## config.mk

```make
export PLATFORM = sky130hd
export DESIGN_NAME = scan_decoder
export DESIGN_NICKNAME = d
export VERILOG_FILES = /design/src/rtl/scan_decoder_pkg.sv /design/src/rtl/scan_decoder_dwell_timer.sv /design/src/rtl/scan_decoder.sv
export SDC_FILE = /design/constraint.sdc
export NUM_CORES = 1
export LEC_CHECK = 0
export CAP_MARGIN = 20
export CELL_PAD_IN_SITES_DETAIL_PLACEMENT = 0
export CELL_PAD_IN_SITES_GLOBAL_PLACEMENT = 1
export CORE_MARGIN = 10
export CORE_UTILIZATION = 36
export CTS_BUF_LIST = sky130_fd_sc_hd__clkbuf_8 sky130_fd_sc_hd__clkbuf_16
export DETAILED_ROUTE_END_ITERATION = 16
export HOLD_SLACK_MARGIN = 0.12
export MAX_ROUTING_LAYER = met4
export PLACE_DENSITY_LB_ADDON = 0.1
export SYNTH_ARGS = -nofsm -noshare
export SYNTH_HDL_FRONTEND = slang
export SYNTH_SLANG_ARGS = --single-unit
```

## constraint.sdc

```tcl
create_clock -name i_clk -period 1.95 [get_ports i_clk]
set_clock_uncertainty 0.15 [all_clocks]
set_input_delay 0.2925 -clock i_clk [delete_from_list [all_inputs] [get_ports i_clk]]
set_output_delay 0.2925 -clock i_clk [all_outputs]
set_load 0.005 [all_outputs]
```

## src/rtl/scan_decoder_pkg.sv

```systemverilog
// Shared definitions for scan_decoder.
// Holds the mode encodings carried on i_mode and the controller state type.
package scan_decoder_pkg;

  // Command modes
  localparam logic [1:0] MODE_ONEHOT = 2'b00;
  localparam logic [1:0] MODE_THERM  = 2'b01;
  localparam logic [1:0] MODE_SCAN   = 2'b10;
  localparam logic [1:0] MODE_OFF    = 2'b11;

  // Controller states
  typedef enum logic [1:0] {
    ST_IDLE = 2'd0,
    ST_HOLD = 2'd1,
    ST_SCAN = 2'd2
  } state_e;

endpackage

```

## src/rtl/scan_decoder_dwell_timer.sv

```systemverilog
// dwell_timer: loadable down-counter that paces the scan.
// Ports:
//   i_clk, i_rst_n  clock, asynchronous active-low reset
//   i_clr           force the count to zero (wins over load)
//   i_load          load i_load_val into the counter
//   i_load_val      value to load (hold cycles minus one)
//   i_en            counting enabled; o_done only asserted while enabled
//   o_done          high in the cycle where the count has reached zero
module dwell_timer #(
  parameter int DWELL_W = 8
) (
  input  logic               i_clk,
  input  logic               i_rst_n,
  input  logic               i_clr,
  input  logic               i_load,
  input  logic [DWELL_W-1:0] i_load_val,
  input  logic               i_en,
  output logic               o_done
);

  logic [DWELL_W-1:0] count_q;
  logic [DWELL_W-1:0] count_d;

  always_comb begin
    count_d = count_q;
    if (i_clr) begin
      count_d = '0;
    end else if (i_load) begin
      count_d = i_load_val;
    end else if (i_en && (count_q != '0)) begin
      count_d = count_q - DWELL_W'(1);
    end
  end

  always_ff @(posedge i_clk or negedge i_rst_n) begin
    if (!i_rst_n) begin
      count_q <= '0;
    end else begin
      count_q <= count_d;
    end
  end

  assign o_done = i_en && (count_q == '0);

endmodule

```

## src/rtl/scan_decoder.sv

```systemverilog
// scan_decoder: registered one-hot / thermometer / scanning decoder.
// Ports:
//   i_clk, i_rst_n  clock, asynchronous active-low reset
//   i_valid/o_ready command handshake (accept when both high at an edge)
//   i_code          start/target index
//   i_mode          00 one-hot, 01 thermometer, 10 scan, 11 off
//   i_dwell         scan hold time in cycles minus one
//   i_stop          return to idle (ignored while already idle)
//   o_data          decoded pattern, o_valid flags it, o_code is its index
module scan_decoder
  import scan_decoder_pkg::*;
#(
  parameter int CODE_W  = 3,
  parameter int OUT_N   = 2**CODE_W,
  parameter int DWELL_W = 8
) (
  input  logic               i_clk,
  input  logic               i_rst_n,
  input  logic               i_valid,
  output logic               o_ready,
  input  logic [CODE_W-1:0]  i_code,
  input  logic [1:0]         i_mode,
  input  logic [DWELL_W-1:0] i_dwell,
  input  logic               i_stop,
  output logic [OUT_N-1:0]   o_data,
  output logic               o_valid,
  output logic [CODE_W-1:0]  o_code
);

  state_e             state_q, state_d;
  logic [OUT_N-1:0]   data_q, data_d;
  logic               valid_q, valid_d;
  logic [CODE_W-1:0]  code_q, code_d;
  logic               ready_q, ready_d;
  logic [DWELL_W-1:0] dwell_q, dwell_d;

  logic               stop_eff;
  logic               accept;
  logic               tmr_done;
  logic               tmr_load;
  logic [DWELL_W-1:0] tmr_load_val;
  logic [OUT_N-1:0]   onehot;
  logic [OUT_N-1:0]   therm;

  // A stop only matters outside IDLE, and then it swallows any command.
  assign stop_eff = i_stop && (state_q != ST_IDLE);
  assign accept   = i_valid && ready_q && !stop_eff;

  assign onehot = OUT_N'(1) << i_code;

  for (genvar gi = 0; gi < OUT_N; gi++) begin : g_therm
    assign therm[gi] = (CODE_W'(gi) <= i_code);
  end

  dwell_timer #(.DWELL_W(DWELL_W)) u_dwell_timer (
    .i_clk      (i_clk),
    .i_rst_n    (i_rst_n),
    .i_clr      (stop_eff),
    .i_load     (tmr_load),
    .i_load_val (tmr_load_val),
    .i_en       (state_q == ST_SCAN),
    .o_done     (tmr_done)
  );

  // State register (outputs live alongside it so all are registered)
  always_ff @(posedge i_clk or negedge i_rst_n) begin
    if (!i_rst_n) begin
      state_q <= ST_IDLE;
      data_q  <= '0;
      valid_q <= 1'b0;
      code_q  <= '0;
      ready_q <= 1'b1;
      dwell_q <= '0;
    end else begin
      state_q <= state_d;
      data_q  <= data_d;
      valid_q <= valid_d;
      code_q  <= code_d;
      ready_q <= ready_d;
      dwell_q <= dwell_d;
    end
  end

  // Next-state logic
  always_comb begin
    state_d = state_q;
    if (stop_eff) begin
      state_d = ST_IDLE;
    end else if (accept) begin
      case (i_mode)
        MODE_ONEHOT: state_d = ST_HOLD;
        MODE_THERM:  state_d = ST_HOLD;
        MODE_SCAN:   state_d = ST_SCAN;
        default:     state_d = ST_IDLE;
      endcase
    end
  end

  // Output / datapath next values
  always_comb begin
    data_d       = data_q;
    valid_d      = valid_q;
    code_d       = code_q;
    dwell_d      = dwell_q;
    tmr_load     = 1'b0;
    tmr_load_val = dwell_q;
    if (stop_eff) begin
      data_d  = '0;
      valid_d = 1'b0;
      code_d  = '0;
    end else if (accept) begin
      dwell_d = i_dwell;
      case (i_mode)
        MODE_ONEHOT: begin
          data_d  = onehot;
          valid_d = 1'b1;
          code_d  = i_code;
        end
        MODE_THERM: begin
          data_d  = therm;
          valid_d = 1'b1;
          code_d  = i_code;
        end
        MODE_SCAN: begin
          data_d       = onehot;
          valid_d      = 1'b1;
          code_d       = i_code;
          tmr_load     = 1'b1;
          tmr_load_val = i_dwell;
        end
        default: begin
          data_d  = '0;
          valid_d = 1'b0;
          code_d  = '0;
        end
      endcase
    end else if ((state_q == ST_SCAN) && tmr_done) begin
      // Index wraps naturally since OUT_N == 2**CODE_W.
      data_d   = {data_q[OUT_N-2:0], data_q[OUT_N-1]};
      code_d   = code_q + CODE_W'(1);
      tmr_load = 1'b1;
    end
    ready_d = (state_d != ST_SCAN);
  end

  assign o_data  = data_q;
  assign o_valid = valid_q;
  assign o_code  = code_q;
  assign o_ready = ready_q;

endmodule

```

==> impl_metrics.tcl, run 1 <==
set metrics [dict create \
    status "completed" \
    initial_core_util_pct 37.5 \
    yosysUniqueCellTypes 45 \
    synth-edff-count 0 \
    end_kind "flop" \
    grt_pass1_wl_um 7920 \
    drt_wl_total_um 4860 \
    finalHoldViolCount 0 \
    final_cell_mix "dfrtp_1, clkdlybuf4s50_1, buf_4, nand2_1, a21oi_1" \
    gp_routability_congestion 0.867 \
    ys_async_sr_fraction_pct 100 \
    port_buffers 29 \
    yosysSeqAreaShare_pct 43.3 \
    place_ws_ps -95.4 \
    clk_pin_slew_ps 70 \
    relSlewSlack_pct 70.8 \
    drv_cap 0 \
    cellPowerDensity_nw_per_um2 1050 \
    cts_tree "done" \
    grt.met2_usage_pct 17.4 \
    vias_per_cell 5.36 \
    syn_area_um2 1800 \
    min_path_type "primary input to asynchronous set/reset pin" \
    drtAntennaViolNets 0 \
    arrival_ps 1970 \
    clock_sinks 31 \
    worstMarginPinSlew_ps 436 \
    antenna_found_initial 0 \
    diodes 0 \
    placed_area_um2 2330 \
    ff2ff_path_depth 9 \
    busiest_layer "met2" \
    crit_path_max_fanout 4 \
    drtIter0Drc 90 \
    area_growth_pct 39.3 \
    grt_pass1_vias 1592 \
    syn_inst 186 \
    drt_first_pass_iters 4 \
    post-dp-hpwl_um 3650 \
    drv_slew 0 \
    reg2reg_setup_slack_ps 60 \
    mostFrequentLayoutCell "dfrtp_1" \
    ctsLongestPathBuffers 2 \
    tns_ps 0 \
    fin_crit_ps 1890 \
    peakVddDrop_mv 0.413 \
    crit_end "u_dwell_timer.count_q[7]$_DFFE_PN0P_" \
    clk_latency_ps 280 \
    r2r_start "u_dwell_timer.count_q[0]$_DFFE_PN0P_" \
    dieHeight_um 90.6 \
    syn_avg_cell_area_um2 9.65 \
    htreeDepth 2 \
    setup_viol 0 \
    cp.required_ps 2030 \
    p_leak_nw 1.04 \
    grt_overflow 0 \
    reg2reg_to "u_dwell_timer.count_q[7]$_DFFE_PN0P_" \
    utilization_pct 52.3 \
    crit_type "flop to flop" \
    crit_start "u_dwell_timer.count_q[0]$_DFFE_PN0P_" \
    grt_max_degree 32 \
    use_met3_pct 3.24 \
    postLayoutCellArea_um2 2500 \
    track_usage_pct 11.9 \
    drive_gt1_share_pct 25.2 \
    cts_buffers 5 \
    root_buffer "clkbuf_8" \
    drc 0 \
    pin_count 30 \
    wl_per_cell_um 15.7 \
    cp-start-kind "flop" \
    core_area_um2 4790 \
    ys.flop_type "dfrtp_1" \
    syn_nets 206 \
    ys_ff_latch 31 \
    fp.dieW_um 90.6 \
    yosysWarnings 0 \
    rows 25 \
    vias 1656 \
    nets 262 \
    finalCritPeriodShare_pct 97.0 \
    timing.fmax_mhz 528 \
    layout_setup_ws_ps 57.7 \
    met1_usage_pct 15.7 \
    dieArea_um2 8210 \
]
## logic make-up after synthesis
| family | synth area share, % |
|---|---|
| DFF | 43.3 |
| muxes | 10.6 |
| buffers and inverters | 4.74 |
| xor gates and xnor gates | 0.976 |
| adders and majority gates | 2.09 |
| AOI/OAI and AO/OA | 22.4 |
| and+or+nand+nor | 15.9 |
## critical path, stage by stage, from the launching register on
cell	delay (ps)
dfrtp_1	370
inv_2	60
ha_4	150
nor4b_4	120
buf_4	150
nand4_1	150
nand3_2	120
buf_4	170
o32ai_2	240
o21a_1	140
## worst min-delay path by stage
stage / slack, ps / startpoint / endpoint
after floorplan: -150 / i_rst_n / dwell_q[0]$_DFFE_PN0P_
after global placement: 350 / dwell_q[3]$_DFFE_PN0P_ / dwell_q[3]$_DFFE_PN0P_
after detailed placement: 340 / dwell_q[6]$_DFFE_PN0P_ / dwell_q[6]$_DFFE_PN0P_
after CTS: 270 / i_rst_n / o_data[6]$_DFFE_PN0P_
after global routing: 300 / i_rst_n / o_data[0]$_DFFE_PN0P_
final: 260 / i_rst_n / o_data[6]$_DFFE_PN0P_
## what timing repair did
item | CTS | global route
buffers inserted | 0 | 2
hold buffers | 0 | 0
hold endpoints to repair | 0 | 0
gates resized for setup | 3 | 16
cloned | 0 | 1
pin swaps | 0 | 5
setup endpoints to repair | 6 | 15
## sequential cells by signal, indices dropped and copies added, names as in the netlist
name                   count
o_valid                    1
u_dwell_timer.count_q      8
state_q                    2
dwell_q                    8
o_ready                    1
o_code                     3
o_data                     8
## area by class of cell
cell class / instances / area, um2
inverter: 5 / 18.8
sequential: 31 / 777
multi-input combinational: 140 / 1000
fill: 442 / 2280
timing repair buffer: 59 / 532
clock buffer: 6 / 82.6
tap: 67 / 83.8
clock inverter: 1 / 5.00
## per-stage QoR
stage,std cells,power (mW),hold WS (ps)
3_3_place_gp,299,1.98,346
2_1_floorplan,186,1.49,-153
3_5_place_dp,299,2.00,344
4_1_cts,306,2.53,269
5_1_grt,309,2.80,303
6_report,309,2.62,260
## power by group
part           internal, mW  leakage (nW)  switching [mW]
clock                 0.277        0.0470           0.241
sequential            0.810         0.382           0.142
combinational         0.634         0.606           0.519
## cell usage after synthesis, drive strengths merged, types with 2 or more instances
master | n | share of area [%]
and2 | 2 | 0.70
dfrtp | 30 | 42
o22a | 3 | 1.5
o21ai | 14 | 3.9
a211oi | 4 | 1.7
mux2i | 10 | 5.6
clkbuf | 8 | 1.7
a21oi | 19 | 5.3
a32oi | 2 | 0.98
buf | 3 | 2.0
nor3b | 2 | 0.84
nor4 | 2 | 0.70
a32o | 3 | 1.7
a22o | 2 | 0.98
nand3 | 7 | 2.0
a31oi | 3 | 1.0
nor3 | 3 | 1.1
nor2 | 11 | 2.3
nand2 | 18 | 3.8
inv | 5 | 1.0
nor2b | 2 | 0.70
mux2 | 8 | 5.0
nor4b | 2 | 1.8
ha | 3 | 2.1
o21a | 4 | 1.7
## metal layers
metal | up-vias | part of all wire [%]
li1 | 808 | -
met1 | 799 | 50
met2 | 41 | 44
met3 | 8 | 4.3
met4 | 0 | 1.1
met5 | - | 0
Power figures use the tool's default switching activity.
==> inputs of run 2 (changes only) <==
CORE_UTILIZATION = 43   (was 36)
DONT_BUFFER_PORTS = 1   (was default)
==> run 2 against run 1 <==
Against the previous run: critical path depth shrank 1; hold slack worse by 130 ps; clock-buffer cell count is the same; global-route usage increased by 2.0 points; combinational power shrank 18%; worst setup slack improved by 20 ps; sequential cell count unchanged; die area down 13%; critical path type unchanged; critical endpoint is now u_dwell_timer.count_q[1]$_DFFE_PN0P_.
==> impl_metrics.tcl, run 2 (synthesis results as in run 1) <==
set metrics [dict create \
    cp.required_ps 1950 \
    reg2reg_setup_slack_ps 80 \
    placedCellCount 239 \
    crit_start "u_dwell_timer.count_q[0]$_DFFE_PN0P_" \
    r2r_start "u_dwell_timer.count_q[0]$_DFFE_PN0P_" \
    slowest_stage "dfrtp_1" \
    crit_buf_inv 2 \
    finalHoldViolCount 0 \
    area_growth_pct 25.7 \
    clock_sinks 31 \
    num-fill-cells 372 \
    dr_wl_met2_um 2360 \
    cp-start-kind "flop" \
    grt_max_degree 32 \
    vias_per_cell 5.92 \
    relSlewSlack_pct 65.6 \
    pin_count 30 \
    drc 0 \
    dieHeight_um 84.6 \
    worstMarginPinSlew_ps 512 \
    grt_pass1_wl_um 8050 \
    port_buffers 0 \
    fp.dieW_um 84.6 \
    rsz0062_at_grt "true" \
    mostFrequentLayoutCell "dfrtp_1" \
    drtAntennaViolNets 0 \
    cts_buffers 5 \
    fin_crit_ps 1870 \
    worstPathCellList "inv_2, ha_4, nor4b_4, buf_4, nand3_2, a21o_4, o21ai_0, a31oi_1" \
    post-dp-hpwl_um 3500 \
    clk_pin_slew_ps 70 \
    arrival_ps 1870 \
    p_leak_nw 0.936 \
    crit_path_max_fanout 5 \
    drtIter0Drc 127 \
    track_usage_pct 13.9 \
    hp-start "i_code[0]" \
    route.met3.wl_um 353 \
    initial_core_util_pct 44.6 \
    antenna_found_initial 0 \
    drv_slew 0 \
    crit_family "compound AO/OA/AOI/OAI gates" \
    diodes 0 \
    clk_latency_ps 280 \
    cts_tree "done" \
    drv_cap 0 \
    root_buffer "clkbuf_8" \
    grt_pass1_vias 1526 \
    layout_setup_ws_ps 78.1 \
    drt-met1-wl_um 2250 \
    rows 23 \
    cellPowerDensity_nw_per_um2 1080 \
    gp_routability_congestion 0.864 \
    dieArea_um2 7160 \
    core_area_um2 4030 \
    end_kind "flop" \
    wl_per_cell_um 18.7 \
    htreeDepth 2 \
    hold_ws_ps 126 \
    crit_type "flop to flop" \
    final_cell_mix "dfrtp_1, a21oi_1, nand2_1, dlygate4sd3_1, buf_4" \
    tns_ps 0 \
    seq_area_um2 777 \
    peakVddDrop_mv 0.569 \
    multi_input_area_um2 980 \
    min_path_type "primary input to flop" \
    drt_wl_total_um 4990 \
    vias 1581 \
    timing.fmax_mhz 534 \
    status "completed" \
    setup_viol 0 \
    finalCritPeriodShare_pct 96.0 \
    cpPeakStageDelay_ps 390 \
    drt_first_pass_iters 4 \
    ctsLongestPathBuffers 2 \
    fin_cells 267 \
    routed.top_layer "met4" \
    place_ws_ps -5.35 \
    drive_gt1_share_pct 20.7 \
    grt_overflow 0 \
    nets 236 \
]
==> run 2: per-layer routing <==
metal	GRT usage, %	up-vias
met4	3.59	0
met1	18.1	778
met5	-	-
met2	20.8	52
met3	3.57	2
li1	-	749
==> run 2: stage by stage <==
step | utilization, % | power, mW | cell area (um2)
final | 56.0 | 2.44 | 2260
after global routing | 56.0 | 2.60 | 2260
after CTS | 53.9 | 2.35 | 2170
after detailed placement | 47.4 | 1.78 | 1910
after global placement | 47.4 | 1.76 | 1910
after floorplan | - | 1.49 | 1800
==> run 2: worst paths after layout <==
kind	end	depth (start not counted)
max in group asynchronous	o_ready$_DFF_PN1_	2
min in group asynchronous	o_code[2]$_DFFE_PN0P_	2
worst max register to register	u_dwell_timer.count_q[1]$_DFFE_PN0P_	8
worst min register to register	dwell_q[5]$_DFFE_PN0P_	1
worst min-delay path	o_code[0]$_DFFE_PN0P_	2
worst max-delay path	u_dwell_timer.count_q[1]$_DFFE_PN0P_	8
==> run 2: repair_timing <==
action	in CTS	in global routing
buffers inserted	0	2
gates cloned	0	2
pin swaps	0	5
hold endpoints to repair	45	0
resized for setup	2	11
endpoints found under the setup margin	5	18
hold buffers	16	0
==> run 2: cell type report <==
| type | instances | share of cell area [%] |
|---|---|---|
| clock buffers | 6 | 3.66 |
| clock inverters | 2 | 0.388 |
| inverters | 5 | 0.831 |
| multi-input cells | 140 | 43.4 |
| flip-flops and latches | 31 | 34.4 |
| well taps | 50 | 2.77 |
| repair buffers | 33 | 14.5 |
==> run 2: power breakdown <==
part | internal (mW) | switching, mW | total, mW
Combinational | 0.492 | 0.456 | 0.948
Clock | 0.279 | 0.238 | 0.517
Sequential | 0.810 | 0.162 | 0.972
Total | 1.58 | 0.856 | 2.44
